--- src/rtl/dense_pkg.sv ---
`default_nettype none
// dense_pkg: shared state encoding and word type for the dense-layer sequencer.
package dense_pkg;

  localparam int N_DEF     = 40;
  localparam int FRAC_BITS = 11;

  typedef logic signed [N_DEF-1:0] word_t;

  typedef enum logic [1:0] {
    LOAD    = 2'd0,
    COMPUTE = 2'd1,
    DRAIN   = 2'd2
  } seq_state_t;

endpackage
`default_nettype wire

--- src/rtl/dense_layer_seq.sv ---
`default_nettype none
// dense_layer_seq: streams a W-element vector into mat_mul over the done/flag
// handshake and replays the W results as a downstream valid/ready stream.
module dense_layer_seq
  import dense_pkg::*;
#(
  parameter int N      = 40,
  parameter int W      = 16,
  parameter int SETTLE = 2
) (
  input  logic                  clk,
  input  logic                  rst,
  input  logic                  in_valid_i,
  output logic                  in_ready_o,
  input  logic signed [N-1:0]   in_data_i,
  output logic [W-1:0][N-1:0]   vec_o,
  output logic                  done_o,
  input  logic                  flag_i,
  input  logic [W-1:0][N-1:0]   res_i,
  output logic                  out_valid_o,
  input  logic                  out_ready_i,
  output logic signed [N-1:0]   out_data_o,
  output logic                  out_last_o,
  output logic                  busy_o
);

  localparam int IW = (W > 1) ? $clog2(W) : 1;
  localparam int CW = (SETTLE > 0) ? $clog2(SETTLE + 1) : 1;
  localparam logic [IW-1:0] LAST_IDX = IW'(W - 1);
  localparam logic [CW-1:0] SETTLE_C = CW'(SETTLE);

  seq_state_t               state_q, state_d;
  logic [IW-1:0]            idx_q, idx_d;
  logic [CW-1:0]            cnt_q, cnt_d;
  logic                     done_q, done_d;
  logic [W-1:0][N-1:0]      vec_q;
  logic [W-1:0][N-1:0]      resreg_q;
  logic                     in_hs, cap;

  always_comb begin
    state_d = state_q;
    idx_d   = idx_q;
    cnt_d   = cnt_q;
    done_d  = done_q;
    in_hs   = 1'b0;
    cap     = 1'b0;
    case (state_q)
      LOAD: begin
        if (in_valid_i) begin
          in_hs = 1'b1;
          if (idx_q == LAST_IDX) begin
            idx_d   = '0;
            cnt_d   = '0;
            done_d  = 1'b0;
            state_d = COMPUTE;
          end else begin
            idx_d = idx_q + 1'b1;
          end
        end
      end
      COMPUTE: begin
        // flag is only trusted once mat_mul has had SETTLE cycles to settle
        if (cnt_q != SETTLE_C) begin
          cnt_d = cnt_q + 1'b1;
        end else if (flag_i) begin
          cap     = 1'b1;
          done_d  = 1'b1;
          state_d = DRAIN;
        end
      end
      DRAIN: begin
        if (out_ready_i) begin
          if (idx_q == LAST_IDX) begin
            idx_d   = '0;
            state_d = LOAD;
          end else begin
            idx_d = idx_q + 1'b1;
          end
        end
      end
      default: begin
        state_d = LOAD;
        idx_d   = '0;
        cnt_d   = '0;
        done_d  = 1'b1;
      end
    endcase
  end

  always_ff @(posedge clk or posedge rst) begin
    if (rst) begin
      state_q  <= LOAD;
      idx_q    <= '0;
      cnt_q    <= '0;
      done_q   <= 1'b1;
      vec_q    <= '0;
      resreg_q <= '0;
    end else begin
      state_q <= state_d;
      idx_q   <= idx_d;
      cnt_q   <= cnt_d;
      done_q  <= done_d;
      if (in_hs) vec_q[idx_q] <= in_data_i;
      if (cap)   resreg_q     <= res_i;
    end
  end

  assign in_ready_o  = (state_q == LOAD);
  assign done_o      = done_q;
  assign vec_o       = vec_q;
  assign out_valid_o = (state_q == DRAIN);
  assign out_data_o  = out_valid_o ? resreg_q[idx_q] : '0;
  assign out_last_o  = out_valid_o && (idx_q == LAST_IDX);
  assign busy_o      = !((state_q == LOAD) && (idx_q == '0));

endmodule
`default_nettype wire

--- config.mk ---
export PLATFORM = sky130hd
export DESIGN_NAME = dense_layer_seq
export DESIGN_NICKNAME = d
export VERILOG_FILES = /design/src/rtl/dense_pkg.sv /design/src/rtl/dense_layer_seq.sv
export SDC_FILE = /design/constraint.sdc
export NUM_CORES = 2
export LEC_CHECK = 0
export ABC_CLOCK_PERIOD_IN_PS = 68000
export BUFFER_PORTS_ARGS = -buffer_cell sky130_fd_sc_hd__buf_2
export CORE_AREA = 2 2 532 534
export DETAILED_ROUTE_END_ITERATION = 6
export DIE_AREA = 0 0 534 536
export HOLD_SLACK_MARGIN = 0.15
export PLACE_DENSITY = 0.39
export RECOVER_POWER = 50
export SYNTH_ARGS = -nofsm -noshare
export SYNTH_HDL_FRONTEND = slang
export SYNTH_SLANG_ARGS = --single-unit
--- constraint.sdc ---
create_clock -name clk -period 68 [get_ports clk]
set_input_delay 20.4 -clock clk [delete_from_list [all_inputs] [get_ports clk]]
set_output_delay 20.4 -clock clk [all_outputs]
set_load 0.005 [all_outputs]
==> flow_metrics.tcl <==
set metrics [dict create \
    end_kind "async pin" \
    cts.sink_count 1289 \
    start_util_pct 19.3 \
    finClkSkew_ns 0.0522 \
    relSlewSlack_pct -518 \
    detail_route.vias_per_cell 4.06 \
    synth_area_leader_cell "dfrtp_1" \
    maxCapViolCount 27 \
    clkLatencyLatePin_ns 0.82 \
    worstHoldPathCells 2 \
    grt_pass1_vias 37000 \
    design_area_um2 69000 \
    areaGrowthSynthToFinish_pct 27.5 \
    grt_max_degree 159 \
    synthTopCellsByCount "dfrtp_1 (1,288), mux2_2 (1,080), mux2_4 (240), nand2_1 (135), buf_2 (118)" \
    final_hold_viol_count 0 \
    yosysTopAreaCellShare_pct 59.5 \
    fin_crit_sh_pct 45.0 \
    final_nets 5429 \
    pre_cts_slack_ns 41.30 \
    seq_area_frac_synth_pct 59.6 \
    globalplace.congestion 0.778 \
    io_buffer_count 1369 \
    min_period_ns 30.57 \
    yosys_warnings 0 \
    syn_inst 3382 \
    yosys-top-cells-area "dfrtp_1 (60%), mux2_2 (22%), mux2_4 (6.7%)" \
    drive_above_1_share_pct 51.5 \
    ir_drop_mv 0.0219 \
    r2r_slack_ns 56.86 \
    drt_iter0_drc 1611 \
    htreeDepth 4 \
    min_from "vec_o[632]$_DFFE_PP0P_" \
    outcome "complete, but fails checks" \
    fin_ws_ns 37.43 \
    r2r-start "cnt_q[0]$_DFFE_PP0P_" \
    die-width_um 534 \
    min_path_type "register to register" \
    required_ns 68.85 \
    crit_fanout 78 \
    holdPathEnd "vec_o[632]$_DFFE_PP0P_" \
    violations "max-capacitance violations, max-slew violations" \
    cts_buffers 163 \
    synthesis.nets 4072 \
    drv_slew 1318 \
    drt_wl_total_um 236000 \
    ctsHoldBuffers 0 \
    final_util_pct 24.6 \
    cellPowerDensity_nw_per_um2 48.3 \
    synth_ff_type "dfrtp_1" \
    tns_ns 0 \
    cp-start-kind "primary input" \
    cts_buffer_depth 4 \
    wl_per_cell_um 27.2 \
    ff2ff_path_depth 8 \
    max_freq_mhz 32.7 \
    crit_arrival_ns 31.42 \
    ctsRootBufferMaster "clkbuf_16" \
    cts_setup_buffers 0 \
    io_pins 1370 \
    ys_types 40 \
    grtUsageTotal_pct 15.9 \
    timing.rr.end "resreg_q[120]$_DFFE_PP0P_" \
    rows 195 \
    cts_tree "built" \
    die_h_um 536 \
    synthesis.area_um2 54200 \
    critPathKind "primary input to async pin" \
    postSynthAreaPerCell_um2 16.0 \
    async_flop_share_pct 100 \
    detail-route-antenna-nets 0 \
    dpl.hpwl_um 175000 \
    firstDrtPassIters 5 \
    clk_transition_reported_paths_ns 0.06 \
    cts.repair.resized 0 \
    drc_errors 0 \
    yosysMostFrequentCell "dfrtp_1" \
    tightestPinTransition_ns 9.27 \
    ys_seq_elements 1289 \
    grt_pass1_wl_um 319000 \
    antenna_found_initial 220 \
    grt_setup_unrepaired "false" \
    overflow 0 \
    placed_cell_area_um2 65100 \
    finalSetupViolCount 0 \
    die_area_um2 286000 \
    core_area_um2 281000 \
    p_leak_nw 31.9 \
    synth_edf_count 0 \
    num_vias 35300 \
]
## per-layer routing
| metal | track usage (%) | routed length [µm] | vias up |
|---|---|---|---|
| met4 | 5.05 | 7550 | 190 |
| met3 | 6.40 | 20700 | 508 |
| met2 | 28.3 | 120000 | 1268 |
| met1 | 17.2 | 87000 | 18100 |
| li1 | - | - | 15100 |
| met5 | 0 | 1180 | - |
## placed cells by master, fill, tap and decap left out, types with 38 or more instances in the layout
cell	instances
dfrtp_1	1286
mux2_2	1080
buf_2	1018
clkbuf_1	411
mux2_1	232
clkbuf_16	164
nand2_1	132
diode_2	82
mux2i_1	80
a22oi_1	80
mux4_2	80
buf_4	51
o21ai_0	44
o221ai_1	38
## power by group
part           leakage (nW)  switching (mW)  internal [mW]
combinational          13.1           0.566          0.550
clock                  2.61           0.359          0.511
sequential             16.2           0.217           1.13
## critical path, cell delays in order
cell and delay [ns]:
buf_2 0.10, clkinvlp_2 2.11, clkbuf_1 2.49, clkbuf_1 2.10, buf_4 0.87, buf_4 0.71, buf_4 0.87, buf_4 0.75
buf_4 0.67
## kinds of logic after synthesis
kind of cell             share of synthesized area, %
adder cells (fa/ha/maj)                         0.115
XOR/XNOR                                       0.0162
AO/OA/AOI/OAI                                    2.32
buffers and inverters                            2.59
AND/OR/NAND/NOR                                  1.50
flip-flops                                       59.6
multiplexers                                     33.9
## area by class of cell
type	instances	area, µm²
fillers	29900	212000
flip-flops and latches	1289	32300
multi-input cells	1836	19700
repair buffers	1443	6900
clock buffers	237	4720
well taps	3743	4680
clock inverters	47	598
diodes	82	205
inverters	6	23.8
## state kept, by name (all words and copies together), names as in the netlist
signal,count
done_o,1
state_q,2
resreg_q,640
idx_q,4
vec_o,640
cnt_q,2
## how the worst max path moves through the flow
stage                                     from                endpoint  cells past startpoint
final                                      rst   vec_o[54]$_DFFE_PP0P_                      9
after global routing                       rst   vec_o[54]$_DFFE_PP0P_                      9
after CTS                 idx_q[1]$_DFFE_PP0P_          out_data_o[39]                      9
after detailed placement                   rst  vec_o[530]$_DFFE_PP0P_                      9
after global placement                     rst  vec_o[492]$_DFFE_PP0P_                      9
after floorplan                            rst    cnt_q[0]$_DFFE_PP0P_                      1
## metrics by stage
stage / std cells / power (mW) / hold slack, ns
after floorplan: 3382 / 1.97 / 0.467
after global placement: 8317 / 2.58 / 0.460
after detailed placement: 8317 / 2.60 / 0.464
after CTS: 8601 / 3.49 / 0.479
after global routing: 8637 / 3.53 / 0.501
final: 8683 / 3.33 / 0.473
(Power assumes the default switching activity.)
